$ cat src/rtl/lv8_pkg.sv
// Shared LEGv8 control definitions: sequencer states, decoder op classes and PC-select codes.
// Imported by the sequencer and by the instruction decoder.
package lv8_pkg;

  typedef enum logic [2:0] {
    S_IDLE    = 3'd0,
    S_FETCH   = 3'd1,
    S_IR_LOAD = 3'd2,
    S_DECODE  = 3'd3,
    S_MEM     = 3'd4,
    S_COMMIT  = 3'd5,
    S_HALT    = 3'd6,
    S_FAULT   = 3'd7
  } state_t;

  typedef enum logic [2:0] {
    OP_ALU    = 3'b000,
    OP_LOAD   = 3'b001,
    OP_STORE  = 3'b010,
    OP_BRANCH = 3'b011,
    OP_BR     = 3'b100,
    OP_NOP    = 3'b101,
    OP_ILL    = 3'b110,
    OP_HALT   = 3'b111
  } op_class_t;

  localparam logic [1:0] PC_HOLD = 2'b00;
  localparam logic [1:0] PC_INC  = 2'b01;
  localparam logic [1:0] PC_BR   = 2'b10;
  localparam logic [1:0] PC_REG  = 2'b11;

  function automatic logic [1:0] pc_sel_for(op_class_t c);
    case (c)
      OP_BRANCH: return PC_BR;
      OP_BR:     return PC_REG;
      default:   return PC_INC;
    endcase
  endfunction

endpackage

$ cat src/rtl/lv8_wait_timer.sv
// RAM wait watchdog: counts stalled cycles, expired flags the WAIT_MAX-th stalled cycle.
// Combinational expired (same cycle as the last tick); clear dominates tick.
module lv8_wait_timer #(
  parameter int WAIT_MAX = 8,
  parameter int W        = 8
) (
  input  logic clock,
  input  logic reset_n,
  input  logic clear,
  input  logic tick,
  output logic expired
);

  localparam logic [W-1:0] LAST = W'(WAIT_MAX - 1);

  logic [W-1:0] cnt;

  assign expired = tick && (cnt == LAST);

  always_ff @(posedge clock or negedge reset_n) begin
    if (!reset_n) begin
      cnt <= '0;
    end else if (clear) begin
      cnt <= '0;
    end else if (tick && !expired) begin
      cnt <= cnt + W'(1);
    end
  end

endmodule

$ cat src/rtl/lv8_mc_sequencer.sv
// Multicycle LEGv8 sequencer: 4 cycles per ALU/branch instruction, 5 for LOAD/STORE, all outputs registered.
// Stalls in FETCH/MEM until ram_ready; WAIT_MAX stalled cycles in a row ends in FAULT.
module lv8_mc_sequencer
  import lv8_pkg::*;
#(
  parameter int WAIT_MAX = 8,
  parameter int CNT_W    = 16
) (
  input  logic             clock,
  input  logic             reset_n,
  input  logic             start,
  input  logic [2:0]       op_class,
  input  logic             dec_wr,
  input  logic             dec_sfl,
  input  logic             ram_ready,
  output logic             RCS,
  output logic             RR,
  output logic             WRR,
  output logic             EN_ADDR_PC,
  output logic             EN_ADDR_ALU,
  output logic             IL,
  output logic [1:0]       PC_SEL,
  output logic             WR,
  output logic             SFL,
  output logic             busy,
  output logic             halted,
  output logic             fault,
  output logic [CNT_W-1:0] retire_count
);

  state_t    state;
  op_class_t cls;
  op_class_t op_cls;
  logic      lat_wr;
  logic      lat_sfl;
  logic      in_wait;
  logic      expired;

  assign op_cls  = op_class_t'(op_class);
  assign in_wait = (state == S_FETCH) || (state == S_MEM);

  lv8_wait_timer #(
    .WAIT_MAX (WAIT_MAX),
    .W        (8)
  ) u_wait_timer (
    .clock   (clock),
    .reset_n (reset_n),
    .clear   (!in_wait),
    .tick    (in_wait && !ram_ready),
    .expired (expired)
  );

  // Outputs are computed for the state being entered, so every strobe is a flop.
  always_ff @(posedge clock or negedge reset_n) begin
    if (!reset_n) begin
      state        <= S_IDLE;
      cls          <= OP_ALU;
      lat_wr       <= 1'b0;
      lat_sfl      <= 1'b0;
      RCS          <= 1'b0;
      RR           <= 1'b0;
      WRR          <= 1'b0;
      EN_ADDR_PC   <= 1'b0;
      EN_ADDR_ALU  <= 1'b0;
      IL           <= 1'b0;
      PC_SEL       <= PC_HOLD;
      WR           <= 1'b0;
      SFL          <= 1'b0;
      busy         <= 1'b0;
      halted       <= 1'b0;
      fault        <= 1'b0;
      retire_count <= '0;
    end else begin
      RCS         <= 1'b0;
      RR          <= 1'b0;
      WRR         <= 1'b0;
      EN_ADDR_PC  <= 1'b0;
      EN_ADDR_ALU <= 1'b0;
      IL          <= 1'b0;
      PC_SEL      <= PC_HOLD;
      WR          <= 1'b0;
      SFL         <= 1'b0;
      case (state)
        S_IDLE: begin
          if (start) begin
            state      <= S_FETCH;
            busy       <= 1'b1;
            RCS        <= 1'b1;
            RR         <= 1'b1;
            EN_ADDR_PC <= 1'b1;
          end
        end
        S_FETCH: begin
          if (ram_ready) begin
            state <= S_IR_LOAD;
            IL    <= 1'b1;
          end else if (expired) begin
            state <= S_FAULT;
            fault <= 1'b1;
            busy  <= 1'b0;
          end else begin
            RCS        <= 1'b1;
            RR         <= 1'b1;
            EN_ADDR_PC <= 1'b1;
          end
        end
        S_IR_LOAD: state <= S_DECODE;
        S_DECODE: begin
          cls     <= op_cls;
          lat_wr  <= dec_wr;
          lat_sfl <= dec_sfl;
          case (op_cls)
            OP_LOAD, OP_STORE: begin
              state       <= S_MEM;
              RCS         <= 1'b1;
              EN_ADDR_ALU <= 1'b1;
              RR          <= (op_cls == OP_LOAD);
              WRR         <= (op_cls == OP_STORE);
            end
            OP_HALT: begin
              state  <= S_HALT;
              halted <= 1'b1;
              busy   <= 1'b0;
            end
            OP_ILL: begin
              state <= S_FAULT;
              fault <= 1'b1;
              busy  <= 1'b0;
            end
            default: begin
              state  <= S_COMMIT;
              PC_SEL <= pc_sel_for(op_cls);
              WR     <= dec_wr && (op_cls == OP_ALU);
              SFL    <= dec_sfl && (op_cls == OP_ALU);
            end
          endcase
        end
        S_MEM: begin
          if (ram_ready) begin
            state  <= S_COMMIT;
            PC_SEL <= pc_sel_for(cls);
            WR     <= lat_wr && (cls == OP_LOAD);
            SFL    <= lat_sfl && (cls == OP_ALU);
          end else if (expired) begin
            state <= S_FAULT;
            fault <= 1'b1;
            busy  <= 1'b0;
          end else begin
            RCS         <= 1'b1;
            EN_ADDR_ALU <= 1'b1;
            RR          <= (cls == OP_LOAD);
            WRR         <= (cls == OP_STORE);
          end
        end
        S_COMMIT: begin
          state        <= S_FETCH;
          retire_count <= retire_count + CNT_W'(1);
          RCS          <= 1'b1;
          RR           <= 1'b1;
          EN_ADDR_PC   <= 1'b1;
        end
        S_HALT:  state <= S_HALT;
        S_FAULT: state <= S_FAULT;
      endcase
    end
  end

endmodule

$ cat config.mk
export PLATFORM = sky130hd
export DESIGN_NAME = lv8_mc_sequencer
export DESIGN_NICKNAME = d
export VERILOG_FILES = /design/src/rtl/lv8_pkg.sv /design/src/rtl/lv8_wait_timer.sv /design/src/rtl/lv8_mc_sequencer.sv
export SDC_FILE = /design/constraint.sdc
export NUM_CORES = 1
export LEC_CHECK = 0
export CAP_MARGIN = 20
export CORE_MARGIN = 4
export CORE_UTILIZATION = 66
export DETAILED_ROUTE_END_ITERATION = 7
export DONT_BUFFER_PORTS = 1
export PLACE_DENSITY = 0.82
export SKIP_CTS_REPAIR_TIMING = 1
export SLEW_MARGIN = 10
export SYNTH_ARGS = -nofsm -noshare
export SYNTH_HDL_FRONTEND = slang
export SYNTH_SLANG_ARGS = --single-unit
$ cat constraint.sdc
create_clock -name clock -period 4.9 [get_ports clock]
set_clock_uncertainty 0.1 [all_clocks]
set_input_delay 0.98 -clock clock [delete_from_list [all_inputs] [get_ports clock]]
set_output_delay 0.98 -clock clock [all_outputs]
set_load 0.01 [all_outputs]
## After elaboration in Yosys (flattened, before gate mapping)

Index checks and enable logic that the tools add are counted.

- Register bits: 45
- Input bits: 9
- Output and inout port bits: 29
- Word-level logic and storage cells: 111

- Add/subtract/negate cells: 2
- Equal/unequal tests: 24
- Mux-type cells: 45
- Reduce and logical (&&, ||, !) cells: 22

Operators with widths:

| kind | count |
|---|---|
| $eq 3x3->1 const B | 8 |
| $pmux 3 s8 | 1 |
| $mux 1 | 23 |
| $eq 3x2->1 const B | 6 |
| $add 16x1->16 const B | 1 |
| $mux 8 | 2 |
| $mux 3 | 4 |
| $pmux 2 s2 | 3 |
| $pmux 1 s2 | 5 |
| $eq 3x1->1 const B | 3 |
| $logic_not 3->1 | 3 |
| $add 8x1->8 const B | 1 |
| $eq 8x3->1 const B | 1 |
| $ne 2x2->1 const B | 4 |
| $logic_and 1x1->1 | 7 |
| $pmux 1 s3 | 2 |
| $pmux 2 s3 | 1 |
| $reduce_or 2->1 | 3 |
| $pmux 1 s5 | 1 |
| $reduce_and 5->1 | 1 |
| $mux 2 | 2 |
| $ne 2x1->1 const B | 2 |
| $pmux 1 s4 | 1 |
| $reduce_and 4->1 | 1 |
| other kinds (6) | 7 |

## Depth between registers and ports, before layout

Gate-level depths: netlist of run 1.

- Depth in word-level cells: 8
- Depth in mapped cells: 6
- Gate-level depth less buffers: 5

## Cells and area by module

A second synthesis of run 1 with hierarchy kept.

- Cells, all modules: 214
- Area total of the unflattened synthesis: 2,278.4 um^2

By module, submodules not included:

| module | times used | cells each | area each (um^2) | sequential area each (um^2) |
|---|---|---|---|---|
| lv8_mc_sequencer | 1 | 170 | 1,828.0 | 925.9 |
| lv8_wait_timer | 1 | 44 | 450.4 | 200.2 |

## Least setup slack after synthesis of run 1

No wires, ideal clock.

- Path kind: input to register
- From: input op_class[1]
- To: register RR
- Setup time: 0.131 ns
- Arrival: 1.905 ns
- Data required time: 4.669 ns
- Setup slack: 2.763 ns
- Cell stages on the path: 5
- Path buffers: 1
- Path through: clkbuf_1 or3b_2 a2bb2oi_1 nor2_1 or3_1

- Word-level cells in the longest chain between the ends: 4
- Elaborated cells between the ends (all ways): 5
- Classes of those cells: eq/ne: 2; mux: 2; reduce/logical: 1

RTL lines:

| what | line | RTL |
|---|---|---|
| from (decl) | lv8_mc_sequencer.sv:12 | `input logic [2:0] op_class,` |
| $eq 3x1->1 or $eq 3x2->1 (tied branches) | lv8_mc_sequencer.sv:112, lv8_mc_sequencer.sv:117 |  |
| $reduce_or 2->1 | lv8_mc_sequencer.sv:112 | `case (op_cls)` |
| $mux 1 * | lv8_mc_sequencer.sv:112 |  |
| $pmux 1 s5 * | lv8_mc_sequencer.sv:83 | `case (state)` |
| to (signal assigned) | lv8_mc_sequencer.sv:117 | `RR <= (op_cls == OP_LOAD);` |
| to (signal assigned) | lv8_mc_sequencer.sv:151 | `RR <= (cls == OP_LOAD);` |
| to (decl) | lv8_mc_sequencer.sv:17 | `output logic RR,` |

Mark *: on every way between the ends. The rest lies on a longest branch, timed or not.
A chain may end at the register's enable or synchronous reset.

## Worst setup path in the final report of run 1

- From: register state[0]
- To: register SFL

- Word-level cells in the longest chain between the ends: 2
- Elaborated cells between the ends (all ways): 3
- Classes of those cells: eq/ne: 2; mux: 1

RTL lines:

| what | line | RTL |
|---|---|---|
| from (decl) | lv8_mc_sequencer.sv:31 | `state_t state;` |
| from (signal assigned) | lv8_mc_sequencer.sv:56 | `state <= S_IDLE;` |
| from (signal assigned) | lv8_mc_sequencer.sv:86 | `state <= S_FETCH;` |
| from (signal assigned) | lv8_mc_sequencer.sv:95 | `state <= S_IR_LOAD;` |
| $eq 3x3->1 or $eq 3x2->1 (tied branches) | lv8_mc_sequencer.sv:83 |  |
| $pmux 1 s2 * | lv8_mc_sequencer.sv:83 |  |
| to (signal assigned) | lv8_mc_sequencer.sv:134 | `SFL <= dec_sfl && (op_cls == OP_ALU);` |
| to (signal assigned) | lv8_mc_sequencer.sv:143 | `SFL <= lat_sfl && (cls == OP_ALU);` |
| to (decl) | lv8_mc_sequencer.sv:24 | `output logic SFL,` |

Marked as above.

==> impl_results.md, run 1 <==
- Synth Area in Simple Gates: 0.222
- Initial DRC Count: 108
- Die Wd: about 65 um
- Syn-to-layout area delta: 3.18%
- Top cell type by total area after synthesis: dfrtp_1
- 1st-pass router iterations: 4
- Clock share of power: 0.157
- DIE HEIGHT: 65.3 um
- Placed Cells: 241
- Top cell type's share of synthesized area: 0.520
- Switching share of power: 0.386
- Synth area leaders: dfrtp_1, xnor2_1, nor2_1, xor2_1, mux2_2
- Register area share after synthesis: 0.520
- Sequential group share of total power: 0.575
- Residual DRC: 0
- Final instance area: ~0.0022 mm^2
- Final net count: ~220
- RSZ-0062 raised after global routing: false
- Clock-pin transition on the worst setup and hold timing paths: 130 ps
- Clock Tree Buf Depth: 2
- Routability Congestion: 0.901
- Path type of the worst min-delay path: primary input to asynchronous set/reset pin
- Reg2reg setup slack: 2820 ps
- Vias in the first global route: 1,519
- Global route overflow: 0
- Leakage: 0.971 nW
- Yosys warns: 0
- Worst-Skew Late Latency: 360 ps
- Fraction of the mapped netlist area in adder cells: 0.0116
- Avg Inst Size Synth: around 11 um^2
- Min cycle time layout: about 2100 ps
- Slew HR: 0.607
- # diodes: 0
- Pin count of the biggest net entering global routing: 46
- Post-route setup slack: 2820 ps
- Io pins: 38
- Via density: 6.32
- Critical path endpoint category: flip-flop
- Pre-CTS setup slack: 2830 ps
- Maximum vdd drop: 305 uV
- Initial Util: 0.698
- # port buffers: 0
- Pint: 659 uW
- R2R cell count: 4
- Hpwl dp: 2.99 mm
- Layout cell share with drive strength beyond 1: 0.0878
- Cell Pwr Density: 480 mW/mm^2
- Synth Flop Type: dfrtp_1
- DRT antenna net count: 0
- Mapped Cells: 206
- H-tree depth: 2
- Placed inst area: 0.00218 mm^2
- Initial antenna violation count: 0
- Worst EP arrival: 2290 ps
- Required time of the critical path: 5110 ps
- Max-cap violations: 0
- Inserted Clock Buffers: 5
- Post-layout util: 0.720
- Worst setup path category: flip-flop to flip-flop
- Detailed-route wire length per cell: 16.4 um
- Total power: around 1.1 mW
- First-pass GRT wire length: 6.93 mm
- Combinational fraction of design power: 0.268
- Max-slew violations: 0
- Post-synth ARST share: 1.00
- Area of the multi-input gates: 987 um^2
- Final Hold Vio Count: 0
- Clock sinks: between 40 and 50
- #FFs+latches synth: 45
- Total area of sequential cells: 0.00113 mm^2
- Number of enable flip-flop cells after synthesis: 0
- Xor/xnor share of the synthesized area: 0.0849
- Multiplexer share of the synthesized area: 0.0306
- Final-report setup violation count: 0
- Synth cell types: 45
- Critical Path Fanout Max: 19
- DR vias: around 1,600
- Post-synthesis compound-gate area fraction: 0.106
- Setup tns final: 0 ps
- Max Fclk: 0.480 GHz
- Main combinational cell family by area after synthesis: simple AND/OR/NAND/NOR gates
- Worst setup SP type: flip-flop
- Net Count, Synth: 217
- Worst Tran Pin Value: around 600 ps
- CTS tree: yes
- Hold Slack: 192 ps
- Status: complete, no violations
- Core ar.: 0.00310 mm^2
- Routed WL: about 4.1 mm
- Fin crit share: 0.425
- Mapped cell area: ~0.0022 mm^2
- Die ar.: 0.00426 mm^2
- Fill count: approximately 250
- Net Sw Power: ~410 uW
- Finished Layout Cells: about 250
- Total GRT Usage: 0.213
- FP Rows: 20
- CTS Root Cell: clkbuf_4
## sequential cells by signal, indices dropped and copies added, names as in the netlist, 2 cells and up
| signal | flops |
|---|---|
| PC_SEL | 2 |
| cls | 3 |
| state | 3 |
| u_wait_timer.cnt | 8 |
| retire_count | 16 |
## placed cells by master (no fill, tap or decap), drive strengths merged, types with 6 or more instances in the layout
| cell type | count |
|---|---|
| a21oi | 6 |
| and3 | 6 |
| clkbuf | 6 |
| dfrtp | 45 |
| nand2 | 15 |
| nand3 | 11 |
| nand4 | 8 |
| nor2 | 19 |
| nor2b | 7 |
| nor3 | 9 |
| o21ai | 6 |
| xnor2 | 14 |
| xor2 | 7 |
## power groups by stage
stage / sequential [mW] / clock (mW) / combinational, mW
floorplan: 0.567 / 0 / 0.279
global placement: 0.622 / 0 / 0.272
detailed placement: 0.624 / 0 / 0.286
CTS: 0.616 / 0.172 / 0.287
global route: 0.635 / 0.190 / 0.327
finish: 0.617 / 0.168 / 0.287
## final timing paths
kind / start / to
hold / removal: reset_n / lat_sfl
setup reg to reg: state[0] / SFL
max in group asynchronous: reset_n / u_wait_timer.cnt[7]
setup / recovery: state[0] / SFL
min in group clock: lat_wr / lat_wr
hold reg to reg: lat_wr / lat_wr
## worst max-delay path, cell delays in order, from the launching register on
cell     delay [ps]
dfrtp_1         670
nor2b_1         350
nand2_1         320
nor4_1          380
a32o_1          200
## Yosys cell counts, types with 2 or more instances
library cell  number
dfrtp_1           45
nor2_1            19
nand2_1           15
xnor2_1           14
nand3_1           11
nand4_1            8
nor3_1             8
nor2b_1            7
xor2_1             7
a21oi_1            6
and3_1             6
clkbuf_1           6
mux2_2             5
o21ai_0            5
inv_1              4
nand2b_1           4
buf_2              3
or3_1              3
a22oi_1            2
a32o_1             2
ha_1               2
## metal layers
| layer | GRT usage | vias to the layer above | part of all wire |
|---|---|---|---|
| met5 | 0 | - | 0 |
| met4 | 0.0907 | 0 | 0.023 |
| met3 | 0.0769 | 10 | 0.065 |
| met2 | 0.335 | 58 | 0.49 |
| met1 | 0.265 | 774 | 0.42 |
| li1 | - | 731 | - |
## final cells by class
type                       count  area share
clock buffer                   6      0.0185
clock inverter                 2     0.00448
inverter                       4     0.00672
multi-input combinational    148       0.442
sequential                    45       0.504
tap                           44      0.0246
## cell families (layout without fill, tap and decap cells)
logic type      after synthesis  in the layout
buf+inv                      13             12
fa+ha+maj                     2              2
flops                        45             45
simple gates                 89             89
compound gates               30             30
mux                           6              6
xor+xnor                     21             21
Note: power is estimated with default switching activity, not from simulation.
==> inputs of run 2 (changes only) <==
Settings changed: CORE_UTILIZATION 66 to 56, PLACE_DENSITY 0.82 to 0.74.
Clock period 4.9 ns to 1.9 ns, I/O delays scaled along.
==> run 2 against run 1 <==
Compared with the run above:
- power rose to 2.9 times the previous value
- cell count rose by 7.2%
- hold slack got worse by 100 ps
- sequential share of layout area fell by 3.8 points
- non-clock buffer count rose by 14
- critical path type unchanged
- sequential power rose by 150%
- clock-buffer cell count rose by 1
- setup slack got worse by 2700 ps
- register-to-register slack got worse by 2700 ps
- largest cell class unchanged
- first-iteration DRC count fell by 22%
- final area rose by 8.3%
==> impl_results.md, run 2 (synthesized netlist as in run 1, its figures left out) <==
- Required time of the critical path: 1970 ps (-3140 ps)
- Worst reg2reg path startpoint: u_wait_timer.cnt[1]
- Finished Layout Cells: 267 (+7.2%)
- Inserted Clock Buffers: 5 (unchanged)
- H-tree depth: 2 (unchanged)
- Total area of sequential cells: 0.00113 mm^2 (+0.11%)
- Min cycle time layout: 1760 ps (-323 ps)
- Fin crit share: 0.926 (+0.501)
- Via density: 6.02 (-4.7%)
- Worst Tran Pin Value: 447 ps (-138 ps)
- Initial Util: 0.587 (-0.111)
- Clock Tree Buf Depth: 2 (unchanged)
- Routability Congestion: 0.853 (-5.3%)
- Biggest regs: retire_count: 16 flops, u_wait_timer.cnt: 8 flops
- Syn-to-layout area delta: 11.8%
- Layout cell share with drive strength beyond 1: 0.155 (+0.0674)
- First-pass GRT wire length: 7.78 mm (+12%)
- Final-report setup violation count: 0 (unchanged)
- Fill count: 302 (+23%)
- CTS Root Cell: clkbuf_8
- Pre-CTS setup slack: 91.9 ps (-2740 ps)
- Reg2reg setup slack: 140 ps (-2680 ps)
- Max-cap violations: 0 (unchanged)
- Path type of the worst min-delay path: primary input to flip-flop
- Final instance area: 0.00242 mm^2 (+8.3%)
- DIE HEIGHT: 70.2 um (+7.5%)
- Reg with most FFs: retire_count
- Die Wd: 70.2 um (+7.5%)
- CP cell instances: ha_2, nor4b_4, a31oi_4, o311a_1, or3_1
- # port buffers: 0 (unchanged)
- Io pins: 38 (unchanged)
- Clock-pin transition on the worst setup and hold timing paths: 80 ps (-50 ps)
- Leakage: 1.06 nW (+9.6%)
- Detailed-route wire length per cell: 16.8 um (+2.4%)
- Cell Pwr Density: 1300 mW/mm^2 (+170%)
- Worst setup SP type: flip-flop
- Area of the multi-input gates: 990 um^2 (+0.25%)
- Initial antenna violation count: 0 (unchanged)
- Setup tns final: 0 ps (unchanged)
- Pin count of the biggest net entering global routing: 46 (unchanged)
- Worst EP arrival: 1830 ps (-460 ps)
- Clock sinks: 45 (unchanged)
- Post-route setup slack: 140 ps (-2680 ps)
- Most common cell after layout, fill and taps aside: dfrtp_1
- Core ar.: 0.00369 mm^2 (+19%)
- Critical path endpoint category: flip-flop
- 1st-pass router iterations: 4 (unchanged)
- Worst-Skew Late Latency: 290 ps (-70 ps)
- Start point of the critical path: u_wait_timer.cnt[1]
- Worst r2r dst: RR
- Most frequent cells in the layout: dfrtp_1, nor2_1, nand2_1
- R2R cell count: 5 (+1)
- Vias in the first global route: 1,634 (+7.6%)
- DRT antenna net count: 0 (unchanged)
- Final net count: 229 (+6.5%)
- RSZ-0062 raised after global routing: false
- Max FFs per register: 16 (unchanged)
- Critical Path Fanout Max: 5 (-14)
- Initial DRC Count: 84 (-22%)
- Max Fclk: 0.568 GHz (+18%)
- Worst setup endpoint: RR
- # diodes: 0 (unchanged)
- Maximum vdd drop: 822 uV (+170%)
- Die ar.: 0.00493 mm^2 (+16%)
- Placed inst area: 0.00227 mm^2 (+4.0%)
- CP max-delay cell: dfrtp_1
- Total GRT Usage: 0.196 (-0.0170)
- Max-slew violations: 0 (unchanged)
- Placed Cells: 256 (+6.2%)
- Status: complete, no violations
- DR vias: 1,607 (+2.2%)
- CTS tree: yes
- Hpwl dp: 3.19 mm (+6.6%)
- Final Hold Vio Count: 0 (unchanged)
- Post-layout util: 0.656 (-0.0638)
- Worst setup path category: flip-flop to flip-flop
- FP Rows: 22 (+10%)
- Largest stage delay, worst path: 410 ps (-260 ps)
- Routed WL: 4.48 mm (+9.8%)
- Slew HR: 0.700 (+0.0932)
- Residual DRC: 0 (unchanged)
- Global route overflow: 0 (unchanged)
-- run 2: metrics by stage --
stage / hold WS [ps] / power [mW]
global placement: -14.6 / 2.43
finish: 92.1 / 3.14
detailed placement: -14.5 / 2.48
global route: 79.0 / 3.37
floorplan: -15.6 / 2.18
CTS: -336 / 3.12
-- run 2: worst max-delay path, delay by kind of cell, from the launching register on --
| kind | cells | cell delay (ps) |
|---|---|---|
| and+or+nand+nor | 2 | 630 |
| DFF | 1 | 410 |
| adders and majority gates | 1 | 230 |
| AOI/OAI and AO/OA | 2 | 270 |
-- run 2: worst min-delay path by stage --
stage	start	endpoint	cells past startpoint
floorplan	reset_n	EN_ADDR_ALU	0
global placement	reset_n	retire_count[9]	0
detailed placement	reset_n	retire_count[9]	0
CTS	reset_n	retire_count[9]	0
global route	op_class[0]	WRR	1
finish	op_class[0]	WRR	1
-- run 2: layer usage --
layer / part of all wire / up-vias / global-route usage
met4: 0.020 / 0 / 0.0872
met1: 0.44 / 802 / 0.241
met3: 0.057 / 9 / 0.0576
met2: 0.48 / 42 / 0.318
li1: - / 754 / -
met5: 0 / - / 0
-- run 2: cell type report --
class,count,share of cell area
flip-flops and latches,45,0.466
multi-input cells,148,0.409
repair buffers,14,0.0527
clock buffers,7,0.0398
well taps,48,0.0248
inverters,4,0.00620
clock inverters,1,0.00207
-- run 2: where the power goes --
| part | internal, mW | total [mW] | switching, mW |
|---|---|---|---|
| Sequential | 1.20 | 1.53 | 0.326 |
| Combinational | 0.480 | 0.978 | 0.498 |
| Clock | 0.329 | 0.636 | 0.307 |
| Total | 2.01 | 3.14 | 1.13 |
==> inputs of run 3 (changes only) <==
Settings changed: CELL_PAD_IN_SITES_DETAIL_PLACEMENT from default to 1, CELL_PAD_IN_SITES_GLOBAL_PLACEMENT from default to 1, CORE_UTILIZATION 56 to 44, PLACE_DENSITY 0.74 to default, PLACE_DENSITY_LB_ADDON from default to 0.1.
==> run 3 against run 2 <==
Compared with the run above:
- clock power down 6.8%
- cell count grew 6.7%
- utilization fell by 15 points
- register-to-register slack about the same
- global-route usage down 1.3 points
- non-clock buffer count shrank 1
- flip-flop and latch count stayed put
- hold slack got worse by 25 ps
- sequential share of layout area is 0.17 points lower
- final area rose by 0.36%
==> impl_results.md, run 3 (synthesized netlist as in run 1, its figures left out) <==
- Setup tns final: 0 ps (unchanged)
- Worst Tran Pin Value: 427 ps (-19.9 ps)
- Routed WL: 5.23 mm (+17%)
- # port buffers: 0 (unchanged)
- Die Wd: 78.2 um (+11%)
- Critical Path Fanout Max: 9 (+4)
- DIE HEIGHT: 78.2 um (+11%)
- Pint: 1.91 mW (-5.2%)
- Core ar.: 0.00475 mm^2 (+29%)
- DR vias: 1,607 (unchanged)
- Worst setup path category: flip-flop to flip-flop
- Path type of the worst min-delay path: primary input to flip-flop
- Largest stage delay, worst path: 460 ps (+50 ps)
- Total GRT Usage: 0.183 (-0.0127)
- Pin count of the biggest net entering global routing: 46 (unchanged)
- Post-route setup slack: 136 ps (-3.39 ps)
- Max FFs per register: 16 (unchanged)
- CP max-delay cell: dfrtp_2
- Clock-pin transition on the worst setup and hold timing paths: 90 ps (about the same)
- Initial Util: 0.456 (-0.132)
- CTS Root Cell: clkbuf_8
- Most common cell after layout, fill and taps aside: dfrtp_1
- Global route overflow: 0 (unchanged)
- DRT antenna net count: 0 (unchanged)
- Status: complete, no violations
- Reg with most FFs: retire_count
- Detailed-route wire length per cell: 18.4 um (+9.4%)
- Combinational fraction of design power: 0.301 (-0.010)
- Residual DRC: 0 (unchanged)
- Cell Pwr Density: 1280 mW/mm^2 (-1.6%)
- RSZ-0062 raised after global routing: false
- Hpwl dp: 3.74 mm (+17%)
- Required time of the critical path: 2000 ps (+30 ps)
- CP cell instances: ha_4, nor4b_4, buf_4, a31oi_4, buf_4, nor3_1, a211o_1
- Layout cell share with drive strength beyond 1: 0.142 (-0.0130)
- Final instance area: 0.00243 mm^2 (+0.36%)
- Critical path endpoint category: flip-flop
- Final-report setup violation count: 0 (unchanged)
- Worst EP arrival: 1870 ps (+40 ps)
- Clock sinks: 45 (unchanged)
- Sequential group share of total power: 0.509 (+0.022)
- Placed inst area: 0.00228 mm^2 (+0.39%)
- Syn-to-layout area delta: 12.2%
- Total power: 3.11 mW (-1.2%)
- H-tree depth: 2 (unchanged)
- Routability Congestion: 0.789 (-7.5%)
- CTS tree: yes
- Via density: 5.64 (-6.3%)
- Max-slew violations: 0 (unchanged)
- Max-cap violations: 0 (unchanged)
- 1st-pass router iterations: 4 (unchanged)
- Maximum vdd drop: 746 uV (-9.3%)
- Fin crit share: 0.928 (+0.00179)
- Most frequent cells in the layout: dfrtp_1, nor2_1, nand2_1
- Final Hold Vio Count: 0 (unchanged)
- Leakage: 1.05 nW (-1.7%)
- Switching share of power: 0.385 (+0.0256)
- FP Rows: 25 (+14%)
- Vias in the first global route: 1,751 (+7.2%)
- Initial DRC Count: 64 (-24%)
- Biggest regs: retire_count: 16 flops, u_wait_timer.cnt: 8 flops
- Slew HR: 0.715 (+0.0142)
- Max Fclk: 0.567 GHz (-0.19%)
- Clock share of power: 0.191 (-0.011)
- Worst-Skew Late Latency: 310 ps (+20 ps)
- Io pins: 38 (unchanged)
- # diodes: 0 (unchanged)
- Initial antenna violation count: 0 (unchanged)
- Clock Tree Buf Depth: 2 (unchanged)
- Worst setup SP type: flip-flop
- Min cycle time layout: 1760 ps (+3.39 ps)
- Pre-CTS setup slack: 52.5 ps (-39.3 ps)
- Net Sw Power: 1.20 mW (+5.8%)
- Inserted Clock Buffers: 5 (unchanged)
- First-pass GRT wire length: 8.82 mm (+13%)
- Die ar.: 0.00611 mm^2 (+24%)
- Final net count: 228 (-0.44%)
- Most frequent CP cell: buf_4
run 3: worst max-delay path, delay by kind of cell (launching register included):
kind	cells	cell delay [ps]
fa+ha+maj	1	190
simple gates	2	200
compound gates	2	380
buf+inv	2	350
flops	1	460
run 3: layer usage:
| metal | vias up | part of all wire | track usage |
|---|---|---|---|
| li1 | 753 | - | - |
| met1 | 811 | 0.42 | 0.215 |
| met2 | 34 | 0.51 | 0.314 |
| met3 | 9 | 0.047 | 0.0493 |
| met4 | 0 | 0.021 | 0.0787 |
| met5 | - | 0 | 0 |
run 3: path summary, 6_finish.rpt:
kind	from	slack (ps)	depth (start not counted)	to
worst max-delay path	u_wait_timer.cnt[0]	140	7	state[1]
worst min-delay path	op_class[0]	70	1	WRR
max in group asynchronous	reset_n	1010	2	u_wait_timer.cnt[0]
worst max register to register	u_wait_timer.cnt[0]	140	7	state[1]
worst min register to register	lat_sfl	440	1	lat_sfl
min in group asynchronous	reset_n	480	2	retire_count[5]
run 3: power groups by stage:
stage          combinational, mW  clock, mW  sequential, mW
3_3_place_gp               0.859          0            1.56
2_1_floorplan              0.720          0            1.46
5_1_grt                     1.05      0.646            1.63
6_report                   0.934      0.593            1.58
3_5_place_dp               0.905          0            1.59
4_1_cts                    0.905      0.606            1.58
run 3: per-stage QoR:
step | cells | hold WS [ps] | utilization
floorplan | 206 | -15.6 | -
global placement | 273 | -14.5 | 0.479
detailed placement | 273 | -14.5 | 0.479
CTS | 281 | -352 | 0.497
global route | 285 | 51.8 | 0.511
finish | 285 | 67.4 | 0.511
run 3: layout make-up:
cell class	instances	area, um^2
clock buffer	7	76.3
clock inverter	1	7.51
fill	537	2320
inverter	4	15.0
multi-input combinational	148	1000
sequential	45	1130
tap	67	83.8
timing repair buffer	13	120
==> RTL change 1: new RTL, config.mk and constraints of run 2 <==
`CNT_W`: 16 -> 14.
--- a/src/rtl/lv8_mc_sequencer.sv
+++ b/src/rtl/lv8_mc_sequencer.sv
@@ -5,5 +5,5 @@
 #(
   parameter int WAIT_MAX = 8,
-  parameter int CNT_W    = 16
+  parameter int CNT_W    = 14
 ) (
   input  logic             clock,
Interface: changed (resized retire_count); port bits go from 38 to 36. The function was not compared with the original's and may differ.
==> RTL change 1 against run 2 <==
Clock power decreased by 9.3%. Sequential share of layout area barely moved. Combinational power is 5.4% lower. Total power is 4.9% lower. Sequential cell count decreased by 2. Wire length decreased by 4.3%. Worst setup slack worse by 70 ps. Via count decreased by 4.2%. Cell area down 4.4%. Cell count fell by 5.2%. Area after synthesis fell by 3.3%. Hold slack gained 14 ps. Largest cell class unchanged.
==> RTL change 1: results (changes against run 2) <==
| Metric | Value |
|---|---|
| Final-stage net count | 217 (-5.2%) |
| Unique masters post-synth | 48 (+6.7%) |
| Vias in the first global route | 1517 (-7.2%) |
| Synth area leaders | dfrtp_1 (51%), xor2_1 (4.6%), nor2_1 (3.6%) |
| Leakage power | 0.00103 uW (-3.6%) |
| Worst hold start | op_class[1] |
| Via count | 1539 (-4.2%) |
| GRT Total Usage | 0.196 (about the same) |
| Synth cell count leaders | dfrtp_1 (43), nor2_1 (20), nand2_1 (16), nand3_1 (12), xor2_1 (11) |
| Largest regs | retire_count (14), u_wait_timer.cnt (8) |
| Post-Syn Area per Cell | 10.6 um^2 (+1.1%) |
| Share of the yosys chip area belonging to registers | 0.514 (-0.00619) |
| Hold slack | 107 ps (+14.5 ps) |
| Post-DR wirelength/cell | 17.0 um (+1.0%) |
| Post-synth net total | 208 (-4.1%) |
| Status | finished, final reports clean |
| Initial DRC count | 165 (+96%) |
| Layout cell share with drive strength beyond 1 | 0.155 (-0.000662) |
| Non-Filler Instances | 253 (-5.2%) |
| HPWL after detailed placement | 3210 um (+0.81%) |
| Slew @ Worst Pin | 482 ps (+34.8 ps) |
| VDD IR-drop max | 0.767 mV (-6.7%) |
| Critical Path AT | 1920 ps (+90 ps) |
| Global-route wire length before repair | 7670 um (-1.4%) |
| Flop2flop setup slack | 70 ps (-70 ps) |
| GPL Wtd Cong | 0.913 (+7.1%) |
| Largest net degree at the start of global routing | 44 (-4.3%) |
| Worst hold path endpoint | PC_SEL[0] |
| DP Worst Slack | 7.27 ps (-84.6 ps) |
| R2R depth | 6 (+1) |
==> RTL change 1: changes by cell type after synthesis, moves of 3 or more <==
cell      delta
clkbuf_1     -3
nand4_1      -6
xor2_1       +4
xnor2_1      -6
nor3_1       -5
a31oi_1      +3
==> RTL change 1: per-stage QoR <==
| stage | TNS [ps] | cell area [um^2] |
|---|---|---|
| final | 0 | 2310 |
| after global routing | 0 | 2310 |
| after CTS | -0.328 | 2250 |
| after detailed placement | 0 | 2160 |
| after global placement | 0 | 2160 |
| after floorplan | 0 | 2090 |
==> RTL change 1: kinds of logic after synthesis <==
family                   count (synthesis)  synth area share
adder cells (fa/ha/maj)                  2            0.0119
XOR/XNOR                                19            0.0795
buffers and inverters                   11            0.0239
AO/OA/AOI/OAI                           33             0.106
flip-flops                              43             0.514
multiplexers                             7            0.0370
AND/OR/NAND/NOR                         82             0.228
==> RTL change 1: routing by layer <==
metal / GRT usage / wire length, um / share of wire / vias up
li1: - / - / - / 728
met1: 0.259 / 1840 / 0.43 / 744
met2: 0.299 / 2060 / 0.48 / 59
met3: 0.0741 / 334 / 0.078 / 8
met4: 0.0586 / 56 / 0.013 / 0
met5: 0 / 0 / 0 / -
==> RTL change 1: worst max-delay path: stages, from the launching register on <==
cell     delay [ps]
dfrtp_1         410
ha_2            230
nor4b_4         220
buf_4           190
and3_1          190
o22ai_1         110
a221o_1         270
==> RTL change 1: layout make-up <==
type / count / area, um^2 / share of cell area
sequential: 43 / 1080 / 0.466
multi-input combinational: 143 / 977 / 0.422
tap: 46 / 57.6 / 0.0249
timing repair buffer: 10 / 97.6 / 0.0422
inverter: 3 / 11.3 / 0.00486
clock buffer: 5 / 68.8 / 0.0297
clock inverter: 3 / 23.8 / 0.0103
==> RTL change 1: worst max path at each step <==
stage | start | to | slack [ps] | cells past startpoint
after floorplan | u_wait_timer.cnt[0] | RR | 240 | 5
after global placement | u_wait_timer.cnt[0] | RR | 120 | 5
after detailed placement | u_wait_timer.cnt[0] | RR | 7 | 5
after CTS | u_wait_timer.cnt[0] | RR | -0.3 | 5
after global routing | u_wait_timer.cnt[0] | RR | 10 | 6
final | u_wait_timer.cnt[0] | RR | 70 | 6
==> RTL change 1: where the power goes <==
group          internal, uW  leakage (uW)  switching (uW)
clock network           262     0.0000408             315
registers              1160      0.000557             333
logic                   447      0.000428             478
==> RTL change 2: new RTL, flow settings as in run 2 <==
Without the edit above. Re-encode `state_t` (8 states) as one-hot, 8 bits wide.
--- a/src/rtl/lv8_pkg.sv
+++ b/src/rtl/lv8_pkg.sv
@@ -3,13 +3,13 @@
 package lv8_pkg;
 
-  typedef enum logic [2:0] {
-    S_IDLE    = 3'd0,
-    S_FETCH   = 3'd1,
-    S_IR_LOAD = 3'd2,
-    S_DECODE  = 3'd3,
-    S_MEM     = 3'd4,
-    S_COMMIT  = 3'd5,
-    S_HALT    = 3'd6,
-    S_FAULT   = 3'd7
+  typedef enum logic [7:0] {
+    S_IDLE    = 8'b00000001,
+    S_FETCH   = 8'b00000010,
+    S_IR_LOAD = 8'b00000100,
+    S_DECODE  = 8'b00001000,
+    S_MEM     = 8'b00010000,
+    S_COMMIT  = 8'b00100000,
+    S_HALT    = 8'b01000000,
+    S_FAULT   = 8'b10000000
   } state_t;
 
Formal check against the unedited RTL: same outputs for any inputs over 10 cycles, from zero or initial values and one cycle with reset_n low; not proved beyond that.
==> RTL change 2 against run 2 <==
The flow now finishes with violations (negative setup slack). Cell area is 19% higher. Clock power up 38%. Sequential share of layout area is 3.2 points lower. Sequential cell count grew 5. Wire length is 12% higher. Count of clock-buffer cells in the layout shrank 2. Synthesized cell count increased by 11%. Largest power group unchanged. Via count increased by 11%. Area after synthesis increased by 9.5%. Total power increased by 15%. Critical endpoint is now state[2]. Worst setup slack worse by 260 ps. Hold slack worse by 13 ps.
==> RTL change 2: results (changes against run 2) <==
| Metric | Value |
|---|---|
| Synth cell count leaders | dfrtp_1 (49), nand2_1 (32), nor2_1 (15), xnor2_1 (14), nand3_1 (12) |
| Setup TNS | -594 ps (-594 ps) |
| Critical Path AT | 2110 ps (+280 ps) |
| Worst setup margin | -118 ps (-257 ps) |
| Metal3 WL | 323 um (+27%) |
| Post-synth net total | 240 (+11%) |
| Met1 GRT Util | 0.239 (-0.00186) |
| Worst flop-to-flop path endpoint | state[2] |
| Leakage power | 0.00134 uW (+26%) |
| Non-Clock Buffer Area Fraction | 0.0935 (+0.0408) |
| Setup-failing EPs final | 8 (+8) |
| Layout fillers | 300 (-0.66%) |
| Post-Syn Area per Cell | 10.4 um^2 (-1.5%) |
| GR Util met3 | 0.0689 (+0.0113) |
| DRT Pass-1 Iters | 5 (+1) |
| Initial DRC count | 67 (-20%) |
| Share of the yosys chip area belonging to registers | 0.528 (+0.00830) |
| Rows | 23 (+4.5%) |
| GRT Total Usage | 0.198 (+0.00206) |
| HPWL after detailed placement | 3510 um (+10%) |
| Multi-Input Combinational | 169 (+14%) |
| Largest regs | retire_count (16), state (8), u_wait_timer.cnt (8) |
| Final-stage net count | 272 (+19%) |
| Status | complete, but fails checks |
| Violated checks | negative setup slack |
| Reg2Reg Launch Point | state[4] |
| Wire length on met2 | 2530 um (+18%) |
| Layout cell share with drive strength beyond 1 | 0.225 (+0.0699) |
| Synth area leaders | dfrtp_1 (52%), xnor2_1 (5.2%), nand2_1 (5.1%) |
| Hold Crit Depth | 2 (+1) |
| Via count | 1790 (+11%) |
| Placed cell areas | 0.00260 mm^2 (+15%) |
| Met2 Use GR | 0.323 (+0.00480) |
==> RTL change 2: changes by cell type after synthesis, sizes merged, moves of 3 or more <==
cell,delta
buf,-3
nor3,-8
nor4,+3
nor2,-4
nor3b,+4
nand4,-4
dfrtp,+4
xor2,+3
nand2,+17
o21ai,+4
mux2,-4
==> RTL change 2: power groups by stage <==
stage	sequential, uW	clock, uW	combinational, uW
2_1_floorplan	1510	0	687
3_3_place_gp	1490	0	1080
3_5_place_dp	1500	0	1110
4_1_cts	1480	899	1120
5_1_grt	1520	944	1390
6_report	1490	877	1260
==> RTL change 2: how the worst min path moves through the flow <==
| stage | start | end | slack (ps) |
|---|---|---|---|
| floorplan | reset_n | EN_ADDR_ALU | -20 |
| finish | dec_sfl | lat_sfl | 80 |
| detailed placement | reset_n | retire_count[7] | -10 |
| global route | op_class[1] | PC_SEL[0] | 70 |
| CTS | reset_n | PC_SEL[0] | -350 |
| global placement | reset_n | retire_count[7] | -10 |
==> RTL change 2: cells by family after synthesis <==
family	Yosys count	synth area share
AO/OA/AOI/OAI	35	0.0992
multiplexers	3	0.0132
XOR/XNOR	24	0.0887
buffers and inverters	10	0.0158
flip-flops	50	0.528
adder cells (fa/ha/maj)	2	0.0106
AND/OR/NAND/NOR	105	0.244
==> RTL change 2: worst max-delay path, delay by kind of cell, from the launching register on <==
kind	cells	cell delay, ps
AND/OR/NAND/NOR	2	930
AO/OA/AOI/OAI	3	500
flip-flops	1	390
==> RTL change 2: through the flow <==
stage	setup WS, ps	total power (uW)	utilization	hold WS, ps
after CTS	-120	3490	0.675	-353
after global placement	-72.5	2570	0.641	-14.6
final	-118	3630	0.712	79.0
after global routing	-191	3860	0.712	66.9
after floorplan	-89.6	2200	-	-15.6
after detailed placement	-100	2600	0.641	-14.5
